<file path="src/rtl/mem_resp_demux_pkg.sv">
// Shared types and helpers for the memory response demultiplexer.
// Port IDs are sized for the largest supported requester count.
package mem_resp_demux_pkg;

    localparam int MAX_PORTS = 16;

    typedef logic [$clog2(MAX_PORTS)-1:0] port_id_t;

    function automatic logic [MAX_PORTS-1:0] onehot(input port_id_t id);
        logic [MAX_PORTS-1:0] v;
        v = '0;
        v[id] = 1'b1;
        return v;
    endfunction

endpackage

</file>
<file path="src/rtl/resp_tag_fifo.sv">
// In-order FIFO of requester IDs, one entry per outstanding request.
// Head is the ID of the oldest request; pointers wrap modulo DEPTH.
module resp_tag_fifo
    import mem_resp_demux_pkg::*;
#(
    parameter int DEPTH = 4,
    parameter int ID_W  = 1
) (
    input  logic            clk,
    input  logic            reset_n,
    input  logic            push,
    input  logic            pop,
    input  logic [ID_W-1:0] wdata,
    output logic            full,
    output logic            empty,
    output logic [ID_W-1:0] head
);

    localparam int PW = $clog2(DEPTH);
    localparam int CW = $clog2(DEPTH + 1);

    logic [ID_W-1:0] mem [DEPTH];
    logic [PW-1:0]   wr_ptr;
    logic [PW-1:0]   rd_ptr;
    logic [CW-1:0]   count;

    assign full  = (count == CW'(DEPTH));
    assign empty = (count == '0);
    assign head  = mem[rd_ptr];

    // Storage needs no reset: entries are only read once counted valid.
    always_ff @(posedge clk) begin
        if (push) mem[wr_ptr] <= wdata;
    end

    // Pointer and occupancy tracking; push+pop leaves count unchanged.
    always_ff @(posedge clk or negedge reset_n) begin
        if (!reset_n) begin
            wr_ptr <= '0;
            rd_ptr <= '0;
            count  <= '0;
        end else begin
            if (push) wr_ptr <= wr_ptr + 1'b1;
            if (pop)  rd_ptr <= rd_ptr + 1'b1;
            unique case ({push, pop})
                2'b10:   count <= count + 1'b1;
                2'b01:   count <= count - 1'b1;
                default: count <= count;
            endcase
        end
    end

endmodule

</file>
<file path="src/rtl/mem_resp_demux.sv">
// Routes in-order memory responses back to the requester that issued them.
// Optional checking (resp_err, assertions) is enabled by RESP_DEMUX_CHECK_EN.
module mem_resp_demux
    import mem_resp_demux_pkg::*;
#(
    parameter int WIDTH     = 128,
    parameter int NUM_PORTS = 2,
    parameter int DEPTH     = 4
) (
    input  logic                         clk,
    input  logic                         reset_n,
    input  logic                         issue_valid,
    input  logic [$clog2(NUM_PORTS)-1:0] issue_sel,
    output logic                         issue_ready,
    input  logic                         mem_resp,
    input  logic [WIDTH-1:0]             mem_rdata,
    output logic [NUM_PORTS-1:0]         port_resp,
    output logic [WIDTH-1:0]             port_rdata,
    output logic                         resp_err
);

    localparam int ID_W = $clog2(NUM_PORTS);

    logic            full;
    logic            empty;
    logic [ID_W-1:0] head;
    logic            push;
    logic            pop;
    port_id_t        head_id;

    // A push while full is legal only when the head leaves the same cycle.
    assign pop         = mem_resp && !empty;
    assign push        = issue_valid && (!full || pop);
    assign issue_ready = !full;
    assign head_id     = port_id_t'(head);

    resp_tag_fifo #(
        .DEPTH (DEPTH),
        .ID_W  (ID_W)
    ) u_fifo (
        .clk     (clk),
        .reset_n (reset_n),
        .push    (push),
        .pop     (pop),
        .wdata   (issue_sel),
        .full    (full),
        .empty   (empty),
        .head    (head)
    );

    // Registered decode: one-cycle pulse to the head requester, data held otherwise.
    always_ff @(posedge clk or negedge reset_n) begin
        if (!reset_n) begin
            port_resp  <= '0;
            port_rdata <= '0;
        end else begin
            port_resp <= pop ? NUM_PORTS'(onehot(head_id)) : '0;
            if (pop) port_rdata <= mem_rdata;
        end
    end

`ifdef RESP_DEMUX_CHECK_EN
    // Sticky flag for a response that had no outstanding request.
    always_ff @(posedge clk or negedge reset_n) begin
        if (!reset_n) begin
            resp_err <= 1'b0;
        end else if (mem_resp && empty) begin
            resp_err <= 1'b1;
        end
    end

    a_push_full: assert property (
        @(posedge clk) disable iff (!reset_n)
        !(issue_valid && full && !pop)
    );

    a_sel_range: assert property (
        @(posedge clk) disable iff (!reset_n)
        !issue_valid || (int'(issue_sel) < NUM_PORTS)
    );

    a_resp_onehot: assert property (
        @(posedge clk) disable iff (!reset_n)
        $onehot0(port_resp)
    );
`else
    assign resp_err = 1'b0;
`endif

endmodule

</file>
<file path="config.mk">
export PLATFORM = sky130hd
export DESIGN_NAME = mem_resp_demux
export DESIGN_NICKNAME = d
export VERILOG_FILES = /design/src/rtl/mem_resp_demux_pkg.sv /design/src/rtl/resp_tag_fifo.sv /design/src/rtl/mem_resp_demux.sv
export SDC_FILE = /design/constraint.sdc
export NUM_CORES = 1
export LEC_CHECK = 0
export CAP_MARGIN = 5
export CELL_PAD_IN_SITES_DETAIL_PLACEMENT = 1
export CELL_PAD_IN_SITES_GLOBAL_PLACEMENT = 2
export CORE_MARGIN = 8
export CORE_UTILIZATION = 28
export CTS_CLUSTER_DIAMETER = 150
export DETAILED_ROUTE_END_ITERATION = 16
export PLACE_DENSITY_LB_ADDON = 0.1
export SLEW_MARGIN = 0
export SYNTH_ARGS = -nofsm -noshare
export SYNTH_HDL_FRONTEND = slang
export SYNTH_HIERARCHICAL = 1
export SYNTH_SLANG_ARGS = --single-unit
</file>
<file path="constraint.sdc">
create_clock -name clk -period 2.5 [get_ports clk]
set_input_delay 0.5 -clock clk [delete_from_list [all_inputs] [get_ports clk]]
set_output_delay 0.5 -clock clk [all_outputs]
set_load 0.05 [all_outputs]
</file>
======== After elaboration in Yosys (flattened, before gate mapping) ========
Memories as Yosys holds them, arrays and structs flattened.
Index checks and enable logic that the tools add are counted.
cells by class
  add/subtract/negate cells ............... 4
  $lt $le $gt $ge ......................... 2
  equality and inequality tests ........... 3
  muxes and demuxes ....................... 6
  reductions and logical operators ........ 8
operator list
  cell                                                         number
  case mux 3 bit (2 select lines)                              1
  less-than comparator 1 x 5 -> 1 bit (second input constant)  1
  adder 2 x 1 -> 2 bit (second input constant)                 2
  adder 3 x 1 -> 3 bit (second input constant)                 1
  equality test 3 bit (second input constant)                  1
  logical AND 1 bit                                            3
  logical NOT 3 bit                                            1
  2-to-1 mux 1 bit                                             3
  subtractor 3 x 1 -> 3 bit (second input constant)            1
  equality test 2 x 1 -> 1 bit (second input constant)         1
  equality test 2 bit (second input constant)                  1
  logical NOT 1 bit                                            2
  2-to-1 mux 2 bit                                             1
  nonzero test 2 bit                                           1
  demux 1 bit (select 1 bit)                                   1
  >= comparator 1 bit (second input constant)                  1
  logical OR 1 bit                                             1
storage, ports and cells
  register bits ........................... 137
  RAM bits ................................ 4
  input bits .............................. 133
  output and inout port bits .............. 132
  logic and storage cells ................. 29
  memories kept ........................... 1
memories
  memory      words  width  rd ports  clocked after Yosys merged registers in  wr ports  RTL line             source
  u_fifo.mem  4      1      1         0                                        1         resp_tag_fifo.sv:22  logic [ID_W-1:0] mem [DEPTH];

======== Longest topological paths before layout ========
  depth in word-level cells ............... 7
  depth in mapped cells ................... 10
  depth with buffers taken out ............ 10

======== Cells and area by module ========
Netlist, hierarchy kept.
by module, submodules not included
  module          times used  cells each  area each (um^2)  seq. area each (um^2)
  mem_resp_demux  1           280         5,300.1           3,253.1
  resp_tag_fifo   1           41          538.0             295.3

======== Worst setup path after synthesis ========
Ideal clock, no wire load.
  path type ............................... reg2reg
  from .................................... reg u_fifo.count[0]
  to ...................................... reg u_fifo.count[2]
  library setup time ...................... 125 ps
  arrival time ............................ 1,912 ps
  data required time ...................... 2,375 ps
  path slack .............................. 463 ps
  stages on the path, launching flop included .. 11
  period minus slack after synthesis ...... 2,037 ps
  cell sequence ........................... dfrtp_1 -> inv_1 -> and3_1 -> a21boi_0 -> inv_1 -> ha_1 -> inv_1 -> fa_1 -> xor2_1 -> nor2_1 -> xor2_1
between the ends
  elaborated cells on any way between the ends .. 13
  those cells by class .................... add/sub: 2; eq/ne: 3; mux: 1; reduce/logical: 7
RTL lines
  what                                                                          RTL line              source
  start: declaration                                                            resp_tag_fifo.sv:25   logic [CW-1:0] count;
  start signal: assignment                                                      resp_tag_fifo.sv:46   2'b10: count <= count + 1'b1;
  start signal: assignment                                                      resp_tag_fifo.sv:47   2'b01: count <= count - 1'b1;
  start signal: assignment                                                      resp_tag_fifo.sv:48   default: count <= count;
  equality test 3 bit *                                                         resp_tag_fifo.sv:27   assign full = (count == CW'(DEPTH));
  net full                                                                      mem_resp_demux.sv:24  logic full;
  logical NOT 1 bit *                                                           mem_resp_demux.sv:33  assign push = issue_valid && (!full || pop);
  logical OR 1 bit *                                                            mem_resp_demux.sv:33
  logical AND 1 bit *                                                           mem_resp_demux.sv:33
  net push                                                                      mem_resp_demux.sv:27  logic push;
  equality test 2 x 1 -> 1 bit / equality test 2 bit (equally long branches)    resp_tag_fifo.sv:45   unique case ({push, pop})
  case mux 3 bit (2 select lines) / nonzero test 2 bit (equally long branches)  n/a
The timed path passes the listed nets; every way through them passes the cells marked *.
A chain may end at the register's enable or synchronous reset.

======== Worst setup path after layout ========
  from .................................... reg u_fifo.count[0]
  to ...................................... reg u_fifo.count[2]
between the ends
  longest elaborated chain between the ends .. 7
  elaborated cells on any way between the ends .. 13
  those cells by class .................... add/sub: 2; eq/ne: 3; mux: 1; reduce/logical: 7
ends and longest elaborated chain
  what                                                                          RTL line              source
  logical NOT 3 bit *                                                           resp_tag_fifo.sv:28   assign empty = (count == '0);
  net empty                                                                     mem_resp_demux.sv:25  logic empty;
  logical NOT 1 bit *                                                           mem_resp_demux.sv:32  assign pop = mem_resp && !empty;
  logical AND 1 bit *                                                           mem_resp_demux.sv:32
  logical OR 1 bit *                                                            mem_resp_demux.sv:33
  logical AND 1 bit *                                                           mem_resp_demux.sv:33
  net push                                                                      mem_resp_demux.sv:27
  equality test 2 x 1 -> 1 bit / equality test 2 bit (equally long branches)    resp_tag_fifo.sv:45
  case mux 3 bit (2 select lines) / nonzero test 2 bit (equally long branches)  n/a
Marked as above.

==> results.sh <==
export IMPL_status="finished clean"
export IMPL_period_share_pct=88.16
export IMPL_ys_async_sr_fraction_pct=97.16
export IMPL_antennaDiodeCount=0
export IMPL_ir_drop_mv=0.4727
export IMPL_worstHoldPathType="input port to async pin"
export IMPL_rows=53
export IMPL_fin_nets=735
export IMPL_yosys_area_top_type_share_pct=58.72
export IMPL_fill_cells=2095
export IMPL_fmaxAchievable_mhz=453.7
export IMPL_numCtsBuffers=17
export IMPL_synth_edf_count=4
export IMPL_drt_wl_total_um=17390
export IMPL_area_growth_pct=59.47
export IMPL_clk_pin_slew_ns=0.06
export IMPL_dieArea_sq_mm=0.02573
export IMPL_tightestPinTransition_ns=0.6017
export IMPL_critical_path_class="register to register"
export IMPL_p_per_area_mw_per_mm2=1256
export IMPL_grt_pass1_wl_um=27370
export IMPL_grt_pass1_vias=4295
export IMPL_drt_first_pass_iters=4
export IMPL_yosys_area_top_type="dfrtp_1"
export IMPL_start_kind="register"
export IMPL_syn_nets=460
export IMPL_setup_viol=0
export IMPL_total_leakage_power_nw=4.057
export IMPL_netlist_area_sq_mm=0.005838
export IMPL_end_kind="register"
export IMPL_slew_viol_final=0
export IMPL_avgSynthCellArea_sq_um=18.19
export IMPL_yosys_top_cells_area="dfrtp_1, mux2_4, mux2_2, buf_8, edfxtp_1"
export IMPL_synth_compound_area_share_pct=0.2143
export IMPL_insertion_delay_ns=0.41
export IMPL_cts_sinks=141
export IMPL_drc=0
export IMPL_io_buffers=263
export IMPL_ys_types=24
export IMPL_hold_viol=0
export IMPL_htree_num_levels=4
export IMPL_fp_dieH_um=160.4
export IMPL_core_sq_mm=0.02076
export IMPL_maxSlewHeadroom_pct=59.76
export IMPL_dpl_worst_slack_ns=0.1351
export IMPL_pin_count=265
export IMPL_multiInputGateArea_sq_mm=0.002072
export IMPL_start_util_pct=28.13
export IMPL_ys_top_cells_by_count="dfrtp_1, mux2_4, mux2_2, buf_8, inv_1"
export IMPL_synthSimpleGateAreaFrac_pct=1.222
export IMPL_muxShareOfSynthArea_pct=31.68
export IMPL_clock_skew_ns=0.01063
export IMPL_rsz0062_at_grt="false"
export IMPL_worst_slack_ns=0.2960
export IMPL_place_hpwl_um=12970
export IMPL_viasPerCell=4.193
export IMPL_regArea_sq_mm=0.003548
export IMPL_drt_first_iter_violations=94
export IMPL_synth_cells=321
export IMPL_place_gp_congestion=0.7732
export IMPL_tns_ns=0
export IMPL_die_x_um=160.4
export IMPL_overflow=0
export IMPL_avgRoutedWirePerCell_um=19.67
export IMPL_synthAdderAreaFrac_pct=1.414
export IMPL_cp_max_fo=3
export IMPL_antenna_found_initial=0
export IMPL_synth_xor_area_share_pct=0.9001
export IMPL_cts_tree="yes"
export IMPL_cts_hold_buf=0
export IMPL_crit_arrival_ns=2.53
export IMPL_track_usage_pct=13.75
export IMPL_period_needed_ns=2.204
export IMPL_cp_required_ns=2.83
export IMPL_cts_resized=0
export IMPL_drive_gt1_share_pct=27.75
export IMPL_synth_most_common_cell="dfrtp_1"
export IMPL_grt_max_degree=58
export IMPL_yosysSeqAreaShare_pct=60.78
export IMPL_yosysWarnings=6
export IMPL_synth_ff_type="dfrtp_1"
export IMPL_ys_ff_latch=141
export IMPL_vias=3707
export IMPL_synth_top_family_by_area="multiplexers"
export IMPL_cts_root_buffer="clkbuf_16"
export IMPL_clockBufferDepth=2
export IMPL_post_cts_setup_buffers=0
export IMPL_ant_nets=0
export IMPL_maxCapViolCount=0
power by group:
group | leakage, nW | switching [mW] | internal, mW | total (mW)
combinational | 2.16 | 3.48 | 2.39 | 5.87
sequential | 1.64 | 0.422 | 3.03 | 3.46
clock | 0.258 | 0.997 | 1.38 | 2.37
total | 4.06 | 4.90 | 6.80 | 11.7
final timing paths:
| check | start | to | slack, ns | cells after the start |
|---|---|---|---|---|
| max reg2reg | u_fifo/count[0] | u_fifo/count[2] | 0.30 | 10 |
| min reg2reg | u_fifo/count[2] | u_fifo/count[2] | 0.49 | 1 |
| max in group asynchronous | reset_n | port_rdata[89] | 1.76 | 2 |
| max | u_fifo/count[0] | u_fifo/count[2] | 0.30 | 10 |
| min in group clk | u_fifo/count[2] | u_fifo/count[2] | 0.49 | 1 |
| min | reset_n | port_rdata[36] | 0.06 | 1 |
per-stage QoR:
step / power (mW) / util (%) / instances / hold slack [ns] / area (sq um)
after floorplan: 7.411 / - / 321 / 0.2044 / 5838
after global placement: 9.350 / 42.18 / 852 / 0.4773 / 8756
after detailed placement: 9.427 / 42.18 / 852 / 0.4792 / 8756
after CTS: 11.90 / 44.84 / 884 / 0.07178 / 9308
after global routing: 12.25 / 44.86 / 884 / 0.09069 / 9310
final: 11.70 / 44.86 / 884 / 0.06482 / 9310
layer usage:
layer / wire, um / GRT usage [%]
met5: 0 / 0
met4: 252 / 4.715
met3: 1031 / 4.556
met2: 8841 / 23.00
met1: 7259 / 16.29
worst max-delay path, stage by stage, from the launching register on:
cell and delay (ns):
dfrtp_1 0.41, nor3_1 0.29, nand2b_4 0.22, a21boi_0 0.11
inv_1 0.07, ha_1 0.18, inv_1 0.06, fa_1 0.37
xor2_1 0.15, nor2_1 0.11, xor2_1 0.15
area by class of cell:
cell class / count / area share [%]
repair buffers: 271 / 29.63
well taps: 275 / 3.696
clock inverters: 12 / 1.236
multi-input cells: 157 / 22.26
flip-flops and latches: 141 / 38.11
clock buffers: 20 / 4.690
inverters: 8 / 0.3763
placed cells by master, fill, tap and decap left out, drive strengths merged:
master         instances
inv                   11
nand2                  2
nor2                   2
and2                   5
xnor2                  2
a21boi                 1
mux4                   1
ha                     5
o21ai                  1
mux2                 128
clkinvlp               4
clkdlybuf4s50        261
conb                   1
nor3                   1
bufinv                 1
buf                    9
xor2                   4
nand2b                 1
clkinv                 4
edfxtp                 4
dfrtp                137
fa                     1
dlymetal6s2s           1
and3                   1
mux2i                  1
clkbuf                20
flip-flops by register name (all words and copies together), names as in the netlist:
register,cells
port_rdata,128
port_resp,2
u_fifo/count,3
u_fifo/mem,4
u_fifo/rd_ptr,2
u_fifo/wr_ptr,2
cell families after synthesis:
kind of cell,after synthesis
flip-flops,141
multiplexers,130
buffers and inverters,23
AND/OR/NAND/NOR,12
adder cells (fa/ha/maj),6
XOR/XNOR,6
AO/OA/AOI/OAI,2
other,1
(Power assumes the default switching activity.)
